$ cat src/rtl/cpu_bus_ctrl.sv
// rtl/cpu_bus_ctrl.sv - 6502 bus controller: reset vector, VIC colour regs, RAM req/ack bridge
module cpu_bus_ctrl #(
    parameter logic [15:0] RESET_VEC  = 16'hC000,
    parameter logic [7:0]  TIMEOUT    = 8'd64,
    parameter logic [3:0]  BORDER_RST = 4'hE,
    parameter logic [3:0]  BG_RST     = 4'h6
) (
    input  logic        clk,
    input  logic        reset,
    input  logic        cpu_strobe,
    input  logic [15:0] cpu_addr,
    input  logic        cpu_we,
    input  logic [7:0]  cpu_do,
    output logic [7:0]  cpu_di,
    output logic        di_valid,
    output logic        rdy,
    output logic        mem_req,
    output logic        mem_we,
    output logic [15:0] mem_addr,
    output logic [7:0]  mem_wdata,
    input  logic [7:0]  mem_rdata,
    input  logic        mem_ack,
    output logic [3:0]  border_col,
    output logic [3:0]  bg_col,
    output logic        bus_err
);

    typedef enum logic {S_IDLE, S_WAIT} state_t;

    state_t      state_q, state_d;
    logic [7:0]  cpu_di_q, cpu_di_d;
    logic        di_valid_q, di_valid_d;
    logic        mem_we_q, mem_we_d;
    logic [15:0] mem_addr_q, mem_addr_d;
    logic [7:0]  mem_wdata_q, mem_wdata_d;
    logic [3:0]  border_q, border_d;
    logic [3:0]  bg_q, bg_d;
    logic        bus_err_q, bus_err_d;
    logic [7:0]  cnt_q, cnt_d;

    logic        vec_hit;
    logic        vic_hit;
    logic [5:0]  vic_idx;

    // Address decode: vector reads win over everything, then the VIC window ($D000-$D3FF)
    always_comb begin
        vec_hit = !cpu_we && (cpu_addr[15:1] == 15'h7FFE);
        vic_hit = (cpu_addr[15:10] == 6'b110100);
        vic_idx = cpu_addr[5:0];
    end

    // Next-state and output computation; local accesses finish in one cycle, RAM goes via WAIT
    always_comb begin
        state_d     = state_q;
        cpu_di_d    = cpu_di_q;
        di_valid_d  = 1'b0;
        mem_we_d    = mem_we_q;
        mem_addr_d  = mem_addr_q;
        mem_wdata_d = mem_wdata_q;
        border_d    = border_q;
        bg_d        = bg_q;
        bus_err_d   = bus_err_q;
        cnt_d       = cnt_q;
        case (state_q)
            S_IDLE: begin
                cnt_d = 8'd0;
                if (cpu_strobe) begin
                    if (vec_hit) begin
                        cpu_di_d   = cpu_addr[0] ? RESET_VEC[15:8] : RESET_VEC[7:0];
                        di_valid_d = 1'b1;
                    end else if (vic_hit) begin
                        if (cpu_we) begin
                            if (vic_idx == 6'h20) border_d = cpu_do[3:0];
                            if (vic_idx == 6'h21) bg_d     = cpu_do[3:0];
                        end else begin
                            if (vic_idx == 6'h20)      cpu_di_d = {4'hF, border_q};
                            else if (vic_idx == 6'h21) cpu_di_d = {4'hF, bg_q};
                            else                       cpu_di_d = 8'hFF;
                            di_valid_d = 1'b1;
                        end
                    end else begin
                        state_d     = S_WAIT;
                        mem_we_d    = cpu_we;
                        mem_addr_d  = cpu_addr;
                        mem_wdata_d = cpu_do;
                        cnt_d       = 8'd1;
                    end
                end
            end
            S_WAIT: begin
                if (mem_ack) begin
                    // An ack on the final counted cycle still completes normally
                    state_d = S_IDLE;
                    cnt_d   = 8'd0;
                    if (!mem_we_q) begin
                        cpu_di_d   = mem_rdata;
                        di_valid_d = 1'b1;
                    end
                end else if (cnt_q == TIMEOUT) begin
                    state_d   = S_IDLE;
                    cnt_d     = 8'd0;
                    bus_err_d = 1'b1;
                    if (!mem_we_q) begin
                        cpu_di_d   = 8'hFF;
                        di_valid_d = 1'b1;
                    end
                end else begin
                    cnt_d = cnt_q + 8'd1;
                end
            end
            default: state_d = S_IDLE;
        endcase
    end

    // State and output registers; async reset drops any in-flight RAM request
    always_ff @(posedge clk or negedge reset) begin
        if (!reset) begin
            state_q     <= S_IDLE;
            cpu_di_q    <= 8'h00;
            di_valid_q  <= 1'b0;
            mem_we_q    <= 1'b0;
            mem_addr_q  <= 16'h0000;
            mem_wdata_q <= 8'h00;
            border_q    <= BORDER_RST;
            bg_q        <= BG_RST;
            bus_err_q   <= 1'b0;
            cnt_q       <= 8'd0;
        end else begin
            state_q     <= state_d;
            cpu_di_q    <= cpu_di_d;
            di_valid_q  <= di_valid_d;
            mem_we_q    <= mem_we_d;
            mem_addr_q  <= mem_addr_d;
            mem_wdata_q <= mem_wdata_d;
            border_q    <= border_d;
            bg_q        <= bg_d;
            bus_err_q   <= bus_err_d;
            cnt_q       <= cnt_d;
        end
    end

    assign cpu_di     = cpu_di_q;
    assign di_valid   = di_valid_q;
    assign rdy        = (state_q == S_IDLE);
    assign mem_req    = (state_q == S_WAIT);
    assign mem_we     = mem_we_q;
    assign mem_addr   = mem_addr_q;
    assign mem_wdata  = mem_wdata_q;
    assign border_col = border_q;
    assign bg_col     = bg_q;
    assign bus_err    = bus_err_q;

endmodule

$ cat config.mk
export PLATFORM = sky130hd
export DESIGN_NAME = cpu_bus_ctrl
export DESIGN_NICKNAME = d
export VERILOG_FILES = /design/src/rtl/cpu_bus_ctrl.sv
export SDC_FILE = /design/constraint.sdc
export NUM_CORES = 1
export LEC_CHECK = 0
export BUFFER_PORTS_ARGS = -buffer_cell sky130_fd_sc_hd__buf_2
export CAP_MARGIN = 20
export CORE_ASPECT_RATIO = 0.6
export CORE_UTILIZATION = 30
export CTS_CLUSTER_SIZE = 20
export DETAILED_ROUTE_END_ITERATION = 16
export GPL_TIMING_DRIVEN = 0
export HOLD_SLACK_MARGIN = 0.1
export MAX_ROUTING_LAYER = met4
export SETUP_SLACK_MARGIN = 0.05
export SLEW_MARGIN = 5
export SYNTH_ARGS = -nofsm -noshare
export SYNTH_HDL_FRONTEND = slang
export SYNTH_SLANG_ARGS = --single-unit
$ cat constraint.sdc
create_clock -name clk -period 4.15 [get_ports clk]
set_clock_uncertainty 0.1 [all_clocks]
set_input_delay 0.2075 -clock clk [delete_from_list [all_inputs] [get_ports clk]]
set_output_delay 0.2075 -clock clk [all_outputs]
set_load 0.02 [all_outputs]
==> summary.txt <==
Logic synthesis
  – Synth top area cells: dfrtp_1 51%, mux2_2 19%, dfstp_2 5.7%, nand3_1 1.7%, xor2_1 1.5%
  – EDFF count, synth: 0
  – Yosys reg bits: 52
  – Seq/Total Area, Yosys: 56.33%
  – Yosys warns: 0
  – Ys async rst share: 100.0%
  – Synth Flop Type: dfrtp_1
  – Largest area contributor in the netlist: dfrtp_1
  – Mapped Cells: roughly 180
  – Synth top area share: between 50% and 60%
  – Avg Inst Size Synth: 13.04 um2
  – Synth unique cells: 37
  – Area of the mapped netlist: 0.002321 mm2
  – Synth Net Count: between 200 and 250

Timing
  – Final TNS setup: 0 ps
  – Final setup violating endpoints: 0
  – Final hold vios: 0
  – Worst slew margin: 47.60%
  – RSZ-0062 raised after global routing: false
  – Final min period: 2661 ps
  – FMAX: around 380 MHz
  – Final worst slack: 1489 ps
  – Final period utilization: 64.12%
  – Slew @ Worst Pin: around 800 ps
  – Max-slew violation count: 0
  – Hold slack: 105.3 ps

Floorplanning
  – IO Pins: just over 80
  – Initial core utilization: 31.42%
  – Num rows: 24
  – Die Span X: 115.6 um
  – Core footprint: ~0.0074 mm2
  – Die ar.: 0.008104 mm2
  – Die Span Y: 70.13 um

Final layout
  – Design Area, Final: 0.003234 mm2
  – Final Non-Filler Cells: 394
  – # diodes: 0
  – Layout cell share with drive strength beyond 1: 48.62%
  – Final net count: between 300 and 400
  – Area growth, synth to finish: 39.35%
  – Post-layout util: 43.78%
  – Fillers: 747

Detailed routing
  – Vias: around 1.8k
  – Final wirelength: 5.842 mm
  – Routed Antenna Nets: 0
  – # DRC: 0
  – Via/cell ratio: roughly 4.6
  – Drt pass-1 iters: 4
  – 1st-iter DRT viols: 46
  – Routed len/inst: approximately 15 um

Clocking
  – Clk root buf: clkbuf_16
  – CTS tree: done
  – CTS H-tree lvls: 2
  – Clock Sink Count: between 50 and 60
  – Clk slew on worst S/H paths: around 60 ps
  – Clock latency on the worst-skew pair: 290 ps
  – CTS Buf Count: 5
  – Bufs on Longest Clock Path: 2
  – # resized after CTS: 0
  – Post-CTS Setup Inserts: 0

Critical path
  – Crit-path cells: dlygate4sd3_1, buf_2, and4b_1, nand3_1, nor4_2, nor3_2, buf_2, mux2_2
  – Critical Path Source Type: input pin
  – Setup crit end: mem_addr[1]
  – Critical path arrival: 2730 ps
  – Critical path required time: ~4200 ps
  – Setup crit end kind: register
  – Critical path peak fanout: 10
  – CP most frequent cell: buf_2
  – Crit Path Category: input pin to register
  – Worst Reg-to-Reg Cells: 6
  – Reg-to-Reg End: mem_addr[1]
  – Crit-path max cell delay: 660 ps
  – Worst Setup SP: cpu_addr[1]
  – R2r setup slk: 1660 ps
  – Slowest cell on crit path: nor4_2
  – Worst reg2reg startpoint: mem_req

Min path
  – Hold Path Class: input pin to register

Pwr
  – Peak supply drop: 0.2173 mV
  – PwrDens: roughly 450 mW/mm2
  – Total Power: 1.459 mW
  – Lkg Pwr: between 1 and 1.5 nW

Global route
  – Total gr overflow: 0
  – GRT Total Usage: approximately 16%
  – Largest net degree at the start of global routing: 34
  – Initial antenna violation count: 0
  – Vias in the first global route: 1861
  – Global-route wire length before repair: 9.377 mm

Placement
  – RePlAce Congestion: between 0.7 and 0.8
  – Post-DP HPWL: 4.303 mm
  – DP Worst Slack: 1610 ps
  – Dpl cell area: 0.002877 mm2
  – Cells after DPL: 364
  – Number of port buffers: 81

Run
  – Max-cap violations: 0

Status
  – Run status: complete, no violations
-- cells by family after synthesis --
logic type / share of synthesized area (%)
flops: 56.33
simple gates: 11.27
mux: 19.78
compound gates: 7.009
buf+inv: 2.264
xor+xnor: 2.264
fa+ha+maj: 1.078
-- cell usage after synthesis, types with 2 or more instances --
master,number
a211oi_1,4
and2_1,2
and3_1,2
buf_2,3
clkbuf_1,2
dfrtp_1,47
dfstp_2,5
ha_1,2
inv_1,7
mux2_2,39
mux2i_1,2
nand2_1,5
nand3_1,8
nand3b_1,2
nor2_1,8
nor2b_1,5
o21ai_0,4
o22ai_1,2
o31ai_1,4
o32a_1,2
or2_2,2
or4_1,2
xnor2_1,2
xor2_1,4
-- layer usage --
layer / vias up / wire (um) / GRT usage [%] / part of all wire [%]
met5: - / 0 / - / 0
met4: 0 / 53 / 3.896 / 0.91
met3: 5 / 343 / 4.514 / 5.9
met2: 60 / 2428 / 21.69 / 42
met1: 893 / 3016 / 23.36 / 52
li1: 864 / - / - / -
-- layout by cell type, fill, tap and decap left out, types with 4 or more instances in the layout --
cell	Yosys	layout
inv_1	7	7
nor2b_1	5	5
dlygate4sd3_1	0	22
nand2_1	5	5
a211oi_1	4	4
mux2_2	39	39
clkbuf_16	0	5
dfrtp_1	47	47
nor2_1	8	8
o21ai_0	4	4
o31ai_1	4	4
buf_2	3	84
nand3_1	8	8
clkbuf_1	2	4
xor2_1	4	4
dfstp_2	5	5
-- state kept, by name, indices dropped and copies added, names as in the netlist --
signal / flops
mem_wdata: 8
bus_err: 1
mem_we: 1
mem_addr: 16
mem_req: 1
cnt_q: 8
di_valid: 1
bg_col: 4
border_col: 4
cpu_di: 8
-- worst max-delay path: cells and delay by family --
family | cells | cell delay, ps
mux | 1 | 300
buf+inv | 3 | 940
simple gates | 4 | 1280
-- final cells by class --
type / instances / area, um2 / share of cell area, %
plain buffers: 6 / 26.28 / 0.8124
clock buffers: 7 / 132.6 / 4.101
clock inverters: 1 / 5.005 / 0.1547
inverters: 7 / 26.28 / 0.8124
multi-input cells: 113 / 960.9 / 29.71
flip-flops and latches: 52 / 1308 / 40.43
well taps: 104 / 130.1 / 4.023
repair buffers: 104 / 645.6 / 19.96
-- where the power goes --
part           switching (mW)  internal [mW]
combinational           0.238          0.177
sequential             0.0478          0.597
clock                   0.176          0.223
-- worst min path at each step --
| stage | end | cells past startpoint | startpoint |
|---|---|---|---|
| after floorplan | bg_col[0] | 0 | reset |
| after global placement | mem_wdata[4] | 2 | cpu_do[4] |
| after detailed placement | mem_wdata[7] | 1 | reset |
| after CTS | cpu_di[4] | 3 | mem_rdata[4] |
| after global routing | mem_addr[10] | 2 | cpu_addr[10] |
| final | cpu_di[4] | 3 | mem_rdata[4] |
-- timing repair --
action / in CTS / in global routing
endpoints found under the hold margin: 46 / 0
endpoints found under the setup margin: 0 / 0
hold buffers: 22 / 0
Power figures use the tool's default switching activity.
